==> config.mk <==
export PLATFORM = sky130hd
export DESIGN_NAME = hr_bridge_q
export DESIGN_NICKNAME = d
export VERILOG_FILES = /design/src/rtl/hr_bridge_q_pkg.sv /design/src/rtl/hrb_fifo.sv /design/src/rtl/hr_bridge_q.sv
export SDC_FILE = /design/constraint.sdc
export NUM_CORES = 2
export LEC_CHECK = 0
export CORE_AREA = 2 2 689 691
export CTS_BUF_LIST = sky130_fd_sc_hd__clkbuf_2 sky130_fd_sc_hd__clkbuf_4 sky130_fd_sc_hd__clkbuf_8
export CTS_CLUSTER_SIZE = 8
export DETAILED_ROUTE_END_ITERATION = 12
export DIE_AREA = 0 0 691 693
export PLACE_DENSITY = 0.31
export SYNTH_ARGS = -nofsm -noshare
export SYNTH_HDL_FRONTEND = slang
export SYNTH_HIERARCHICAL = 1
export SYNTH_SLANG_ARGS = --single-unit
==> constraint.sdc <==
create_clock -name clk -period 8.95 [get_ports clk]
set_input_delay 0.895 -clock clk [delete_from_list [all_inputs] [get_ports clk]]
set_output_delay 0.895 -clock clk [all_outputs]
set_load 0.02 [all_outputs]
==> src/rtl/hr_bridge_q_pkg.sv <==
// Shared constants for the hierarchical-ring bridge: flit geometry, field offsets,
// the empty-slot encoding and a saturating add used by the deflection counters.
package hr_bridge_q_pkg;

    localparam int CONTROL_W  = 144;
    localparam int VALID_BIT  = 0;
    localparam int DEF_DST_LO = 4;
    localparam int DEF_RING_W = 2;
    localparam int DEFL_W     = 16;

    localparam logic [CONTROL_W-1:0] EMPTY_FLIT = '0;
    localparam logic [DEFL_W-1:0]    DEFL_MAX   = '1;

    // Index width that stays legal even for a single-channel ring.
    function automatic int idx_w(input int n);
        return (n > 1) ? $clog2(n) : 1;
    endfunction

    function automatic logic [DEFL_W-1:0] sat_add(input logic [DEFL_W-1:0] base, input int inc);
        int sum;
        sum = int'(base) + inc;
        if (sum > int'(DEFL_MAX)) begin
            return DEFL_MAX;
        end
        return DEFL_W'(sum);
    endfunction

endpackage

==> src/rtl/hrb_fifo.sv <==
// Synchronous transfer FIFO; full and empty reflect the occupancy at the start of
// the cycle, so a push into a full FIFO is dropped even when a pop happens alongside.
module hrb_fifo #(
    parameter int W     = 144,
    parameter int DEPTH = 4
) (
    input  logic                     clk,
    input  logic                     rst,
    input  logic                     push,
    input  logic                     pop,
    input  logic [W-1:0]             din,
    output logic [W-1:0]             dout,
    output logic                     full,
    output logic                     empty,
    output logic [$clog2(DEPTH):0]   count
);

    localparam int AW = $clog2(DEPTH);
    localparam int CW = AW + 1;

    logic [W-1:0]  mem [DEPTH];
    logic [AW-1:0] wr_ptr;
    logic [AW-1:0] rd_ptr;
    logic [CW-1:0] cnt;
    logic          do_push;
    logic          do_pop;

    assign full    = (cnt == CW'(DEPTH));
    assign empty   = (cnt == '0);
    assign do_push = push && !full;
    assign do_pop  = pop && !empty;
    assign dout    = mem[rd_ptr];
    assign count   = cnt;

    always_ff @(posedge clk) begin
        if (rst) begin
            wr_ptr <= '0;
            rd_ptr <= '0;
            cnt    <= '0;
        end else begin
            if (do_push) begin
                wr_ptr <= wr_ptr + 1'b1;
            end
            if (do_pop) begin
                rd_ptr <= rd_ptr + 1'b1;
            end
            cnt <= cnt + CW'(do_push) - CW'(do_pop);
        end
    end

    // Storage needs no reset: a cleared count makes stale entries unreachable.
    always_ff @(posedge clk) begin
        if (do_push) begin
            mem[wr_ptr] <= din;
        end
    end

endmodule

==> src/rtl/hr_bridge_q.sv <==
// Hierarchical-ring bridge: ejects cross-ring flits into per-direction transfer FIFOs
// and re-injects them into free slots on the other ring. Define HRB_STATS_EN for deflection counters.
module hr_bridge_q
    import hr_bridge_q_pkg::*;
#(
    parameter int FLIT_W     = CONTROL_W,
    parameter int N_LOCAL    = 2,
    parameter int N_GLOBAL   = 4,
    parameter int FIFO_DEPTH = 4,
    parameter int RING_W     = DEF_RING_W,
    parameter int DST_LO     = DEF_DST_LO,
    parameter int RING_ID    = 0
) (
    input  logic                            clk,
    input  logic                            rst,
    input  logic [N_LOCAL*FLIT_W-1:0]       port_l_i,
    input  logic [N_GLOBAL*FLIT_W-1:0]      port_g_i,
    output logic [N_LOCAL*FLIT_W-1:0]       port_l_o,
    output logic [N_GLOBAL*FLIT_W-1:0]      port_g_o,
    output logic [$clog2(FIFO_DEPTH):0]     l2g_cnt_o,
    output logic [$clog2(FIFO_DEPTH):0]     g2l_cnt_o,
    output logic [DEFL_W-1:0]               defl_l_o,
    output logic [DEFL_W-1:0]               defl_g_o
);

    localparam int MAX_N = (N_LOCAL > N_GLOBAL) ? N_LOCAL : N_GLOBAL;
    localparam int LW    = idx_w(N_LOCAL);
    localparam int GW    = idx_w(N_GLOBAL);

    localparam logic [RING_W-1:0] RING_ID_V  = RING_W'(RING_ID);
    localparam logic [FLIT_W-1:0] EMPTY_SLOT = FLIT_W'(EMPTY_FLIT);

    // First set bit of req at or after ptr, wrapping within n channels; -1 when none.
    function automatic int rr_pick(input logic [MAX_N-1:0] req, input int ptr, input int n);
        int idx;
        int pick;
        pick = -1;
        for (int i = MAX_N - 1; i >= 0; i--) begin
            if (i < n) begin
                idx = ptr + i;
                if (idx >= n) begin
                    idx = idx - n;
                end
                if (req[idx]) begin
                    pick = idx;
                end
            end
        end
        return pick;
    endfunction

    logic [FLIT_W-1:0] l_in   [N_LOCAL];
    logic [FLIT_W-1:0] l_keep [N_LOCAL];
    logic [FLIT_W-1:0] l_next [N_LOCAL];
    logic [FLIT_W-1:0] g_in   [N_GLOBAL];
    logic [FLIT_W-1:0] g_keep [N_GLOBAL];
    logic [FLIT_W-1:0] g_next [N_GLOBAL];

    logic [MAX_N-1:0]  l_req;
    logic [MAX_N-1:0]  l_free;
    logic [MAX_N-1:0]  g_req;
    logic [MAX_N-1:0]  g_free;

    logic [LW-1:0]     l_ptr;
    logic [LW-1:0]     l_inj;
    logic [GW-1:0]     g_ptr;
    logic [GW-1:0]     g_inj;

    int                l_win;
    int                l_slot;
    int                g_win;
    int                g_slot;

    logic              l2g_push;
    logic              l2g_pop;
    logic              l2g_full;
    logic              l2g_empty;
    logic [FLIT_W-1:0] l2g_din;
    logic [FLIT_W-1:0] l2g_head;

    logic              g2l_push;
    logic              g2l_pop;
    logic              g2l_full;
    logic              g2l_empty;
    logic [FLIT_W-1:0] g2l_din;
    logic [FLIT_W-1:0] g2l_head;

    // Local side: eject flits bound for another ring, then fill a free slot from G2L.
    always_comb begin
        l_req   = '0;
        l_free  = '0;
        l2g_din = EMPTY_SLOT;
        for (int k = 0; k < N_LOCAL; k++) begin
            l_in[k]  = port_l_i[k*FLIT_W +: FLIT_W];
            l_req[k] = l_in[k][VALID_BIT] && (l_in[k][DST_LO +: RING_W] != RING_ID_V);
        end
        l_win    = rr_pick(l_req, int'(l_ptr), N_LOCAL);
        l2g_push = (l_win >= 0) && !l2g_full;
        for (int k = 0; k < N_LOCAL; k++) begin
            l_keep[k] = (l2g_push && (k == l_win)) ? EMPTY_SLOT : l_in[k];
            l_free[k] = !l_keep[k][VALID_BIT];
            if (k == l_win) begin
                l2g_din = l_in[k];
            end
        end
        l_slot  = g2l_empty ? -1 : rr_pick(l_free, int'(l_inj), N_LOCAL);
        g2l_pop = (l_slot >= 0);
        for (int k = 0; k < N_LOCAL; k++) begin
            l_next[k] = (k == l_slot) ? g2l_head : l_keep[k];
        end
    end

    // Global side mirrors the local side with the eject condition inverted.
    always_comb begin
        g_req   = '0;
        g_free  = '0;
        g2l_din = EMPTY_SLOT;
        for (int k = 0; k < N_GLOBAL; k++) begin
            g_in[k]  = port_g_i[k*FLIT_W +: FLIT_W];
            g_req[k] = g_in[k][VALID_BIT] && (g_in[k][DST_LO +: RING_W] == RING_ID_V);
        end
        g_win    = rr_pick(g_req, int'(g_ptr), N_GLOBAL);
        g2l_push = (g_win >= 0) && !g2l_full;
        for (int k = 0; k < N_GLOBAL; k++) begin
            g_keep[k] = (g2l_push && (k == g_win)) ? EMPTY_SLOT : g_in[k];
            g_free[k] = !g_keep[k][VALID_BIT];
            if (k == g_win) begin
                g2l_din = g_in[k];
            end
        end
        g_slot  = l2g_empty ? -1 : rr_pick(g_free, int'(g_inj), N_GLOBAL);
        l2g_pop = (g_slot >= 0);
        for (int k = 0; k < N_GLOBAL; k++) begin
            g_next[k] = (k == g_slot) ? l2g_head : g_keep[k];
        end
    end

    hrb_fifo #(
        .W     (FLIT_W),
        .DEPTH (FIFO_DEPTH)
    ) u_l2g (
        .clk   (clk),
        .rst   (rst),
        .push  (l2g_push),
        .pop   (l2g_pop),
        .din   (l2g_din),
        .dout  (l2g_head),
        .full  (l2g_full),
        .empty (l2g_empty),
        .count (l2g_cnt_o)
    );

    hrb_fifo #(
        .W     (FLIT_W),
        .DEPTH (FIFO_DEPTH)
    ) u_g2l (
        .clk   (clk),
        .rst   (rst),
        .push  (g2l_push),
        .pop   (g2l_pop),
        .din   (g2l_din),
        .dout  (g2l_head),
        .full  (g2l_full),
        .empty (g2l_empty),
        .count (g2l_cnt_o)
    );

    // Eject pointers move only on an accepted push, inject pointers only on a pop.
    always_ff @(posedge clk) begin
        if (rst) begin
            l_ptr    <= '0;
            l_inj    <= '0;
            g_ptr    <= '0;
            g_inj    <= '0;
            port_l_o <= '0;
            port_g_o <= '0;
        end else begin
            if (l2g_push) begin
                l_ptr <= LW'((l_win + 1) % N_LOCAL);
            end
            if (g2l_pop) begin
                l_inj <= LW'((l_slot + 1) % N_LOCAL);
            end
            if (g2l_push) begin
                g_ptr <= GW'((g_win + 1) % N_GLOBAL);
            end
            if (l2g_pop) begin
                g_inj <= GW'((g_slot + 1) % N_GLOBAL);
            end
            for (int k = 0; k < N_LOCAL; k++) begin
                port_l_o[k*FLIT_W +: FLIT_W] <= l_next[k];
            end
            for (int k = 0; k < N_GLOBAL; k++) begin
                port_g_o[k*FLIT_W +: FLIT_W] <= g_next[k];
            end
        end
    end

`ifdef HRB_STATS_EN
    logic [DEFL_W-1:0] defl_l_q;
    logic [DEFL_W-1:0] defl_g_q;

    // Every requester that did not get its flit into the FIFO stayed on the ring.
    always_ff @(posedge clk) begin
        if (rst) begin
            defl_l_q <= '0;
            defl_g_q <= '0;
        end else begin
            defl_l_q <= sat_add(defl_l_q, $countones(l_req) - int'(l2g_push));
            defl_g_q <= sat_add(defl_g_q, $countones(g_req) - int'(g2l_push));
        end
    end

    assign defl_l_o = defl_l_q;
    assign defl_g_o = defl_g_q;
`else
    assign defl_l_o = '0;
    assign defl_g_o = '0;
`endif

endmodule

==> metrics.txt <==
via total after detailed routing=61.0k; TritonCTS clock tree=done; mapped cell area=0.0811 mm2; count of cell types in the netlist=53; mux contribution to synthesized area=0.154; count of final max-slew check failures=0; setup TNS=0 ns; Chip Width=691 um; # DRC=0; status=finished, final reports clean; clock transition at the registers of the reported paths=0.07 ns; largest family of logic cells by synthesized area=multiplexers; total wire length=463,000 um; met2 GRT Util=0.338; Worst EP arrival=7.70 ns; total gr overflow=0; Placed Area=0.106 mm2; # fillers=49.8k; Max-Cap Viols=0; Hold Slack=0.338 ns; worst-case clock skew=0.0964 ns; effective utilization at floorplan=0.172; VDD IR max=0.000306 V; TritonCTS Sinks=2,040; Post-synth EDFFs=1,152; first-pass GRT wire length=610,000 um; Syn. warnings=6; number of buffers added on ports=1,735; setup slack after layout=2.28 ns; syn_area_per_cell=13.0 um2; core box area=0.472 mm2; M1 GR Usage=0.219; worst-skew pair later-pin latency=1.14 ns; # setup viols final=0; PD cells=366 mW/mm2; Final Hold Viols=0; drt pass-1 iters=5; Synth Area in Compound Gates=0.0605; Setup WS pre-CTS=1.46 ns; WS Path Type=register to register; asr flop ratio synth=0; H-tree levels=5; post-CTS setup buffer count=0; Multi-input gate area=0.0264 mm2; sequential fraction of the synthesis area=0.646; GRT met3 Usage=0.0415; Hold/Removal Path Class=input pin to register; die footprint=0.479 mm2; CTS max path bufs=4; Synth Area in Simple Gates=0.102; CTS buffer count=408; RSZ-0062 raised after global routing=no; share of layout cells above drive strength 1=0.141; CP Data Required Time=9.98 ns; I/O pin count=1,768; Synth Area in Adders=0.00450; clk root buf=clkbuf_8; final instance area=0.115 mm2; xor/xnor cell area share of the yosys netlist=0.000648; flops & latches, synth=2,040; fin nets=8,957; storage element area=0.0524 mm2; Rel. slew slack=0.149; GRT Max-Usage Layer=met2; Min Clock Period, post-route=6.67 ns; Total Routing Usage GR=0.186; row count=253; WL/cell=31.5 um; LEAKAGE=42.6 nW; post-layout util=0.243; largest net degree at the start of global routing=104; routability cong.=0.802; cell count after synthesis=6,229; First DRT Iteration DRCs=4,195; CP Launch Type=register; CP Max Fanout=32; Chip Height=693 um; post-route antenna net violation count=0; main flop type after synthesis=edfxtp_1; fmax=150 MHz; CTS Hold Buffers Added=1; initial antenna violation count=136; area grow syn2layout=41.7%; final cycle utilization of the critical path=0.745; Slew @ Worst Pin=1.26 ns; number of global-route vias before repair=64.3k; Resized cells post-CTS=0; Vias/cell=4.15; post-DP HPWL=332,000 um; CP Capture Type=register
## metrics by stage
| stage | std cells | power [mW] |
|---|---|---|
| 2_1_floorplan | 6260 | 22.7 |
| 3_3_place_gp | 13900 | 32.2 |
| 3_5_place_dp | 13900 | 32.3 |
| 4_1_cts | 14700 | 43.1 |
| 5_1_grt | 14700 | 44.0 |
| 6_report | 14700 | 42.0 |
## final timing paths
check	startpoint	endpoint	slack (ns)	depth (start not counted)
worst min register to register	l_inj	l_inj	0.47	2
worst max-delay path	g_ptr[0]	port_g_o[236]	2.28	17
worst min-delay path	port_g_i[569]	port_g_o[569]	0.34	3
worst max register to register	g_ptr[0]	port_g_o[236]	2.28	17
## per-layer routing
layer / vias to the layer above / share of wire
li1: 26500 / -
met1: 31600 / 0.40
met2: 2187 / 0.51
met3: 685 / 0.057
met4: 58 / 0.027
met5: - / 0.00086
## layout by cell type (no fill, tap or decap), types with 70 or more instances in the layout
| master | Yosys | layout |
|---|---|---|
| o21ai_0 | 158 | 152 |
| clkinv_1 | 0 | 70 |
| clkdlybuf4s50_1 | 0 | 1734 |
| dfxtp_1 | 888 | 884 |
| nand3_1 | 286 | 286 |
| a21oi_1 | 309 | 301 |
| clkbuf_8 | 0 | 460 |
| mux2i_1 | 587 | 587 |
| o31ai_1 | 146 | 146 |
| a221oi_1 | 144 | 144 |
| nor2_1 | 166 | 165 |
| mux4_2 | 293 | 293 |
| buf_4 | 64 | 106 |
| nand2b_1 | 152 | 150 |
| clkbuf_4 | 0 | 140 |
| edfxtp_1 | 1152 | 1152 |
| nand2_1 | 1310 | 1306 |
## power by group
part	switching (mW)	internal (mW)	leakage (nW)
clock	4.59	5.88	4.63
combinational	11.4	6.08	19.9
sequential	0.869	13.1	18.1
total	16.9	25.1	42.6
## synth_stat cells, drive strengths merged, types with 4 or more instances
library cell | n | area share
a21oi | 309 | 0.019
a221oi | 144 | 0.016
and2 | 10 | 0.00077
buf | 178 | 0.016
clkbuf | 327 | 0.015
dfxtp | 888 | 0.22
edfxtp | 1152 | 0.43
ha | 26 | 0.0040
inv | 30 | 0.0014
mux2i | 587 | 0.072
mux4 | 293 | 0.081
nand2 | 1314 | 0.061
nand2b | 152 | 0.012
nand3 | 286 | 0.018
nor2 | 167 | 0.0078
nor2b | 4 | 0.00031
nor3b | 7 | 0.00065
o21ai | 158 | 0.0097
o31ai | 147 | 0.014
or2 | 5 | 0.00039
or3 | 7 | 0.00054
or3b | 4 | 0.00043
xnor2 | 4 | 0.00043
## sequential cells by signal, indices dropped and copies added (netlist names), named ones only
signal and flops:
l_inj 1, u_l2g/count 3, u_l2g/mem 576, g_inj 2
u_g2l/mem 576, g_ptr 2, u_g2l/wr_ptr 2, port_l_o 288
u_g2l/count 3, port_g_o 576, u_l2g/wr_ptr 2, l_ptr 1
u_l2g/rd_ptr 2, u_g2l/rd_ptr 2
## logic make-up (layout without fill, tap and decap cells)
logic type / Yosys count / count (layout)
flip-flops: 2040 / 2040
AND/OR/NAND/NOR: 1960 / 1960
multiplexers: 880 / 880
AO/OA/AOI/OAI: 779 / 779
buffers and inverters: 535 / 2685
adder cells (fa/ha/maj): 28 / 28
XOR/XNOR: 6 / 6
other: 1 / 78
## final cells by class
cell class / instances / share of cell area
flip-flops and latches: 2040 / 0.456
multi-input cells: 3685 / 0.230
repair buffers: 1898 / 0.168
well taps: 6247 / 0.0680
clock buffers: 600 / 0.0643
clock inverters: 157 / 0.0122
diodes: 46 / 0.00100
inverters: 30 / 0.000980
## worst max-delay path, stage by stage (launching register included)
cell	delay (ns)
dfxtp_1	0.57
inv_2	0.16
mux2i_1	0.20
mux2i_1	0.77
o21ai_0	0.21
a21oi_1	0.37
ha_1	0.35
inv_1	0.13
o311ai_1	1.06
mux2i_1	0.24
nand2_1	0.14
o21ai_0	0.08
o21ai_0	0.41
inv_1	0.13
ha_1	0.27
nand2_8	0.41
buf_12	0.38
mux2i_1	0.23
Power figures use the tool's default switching activity.
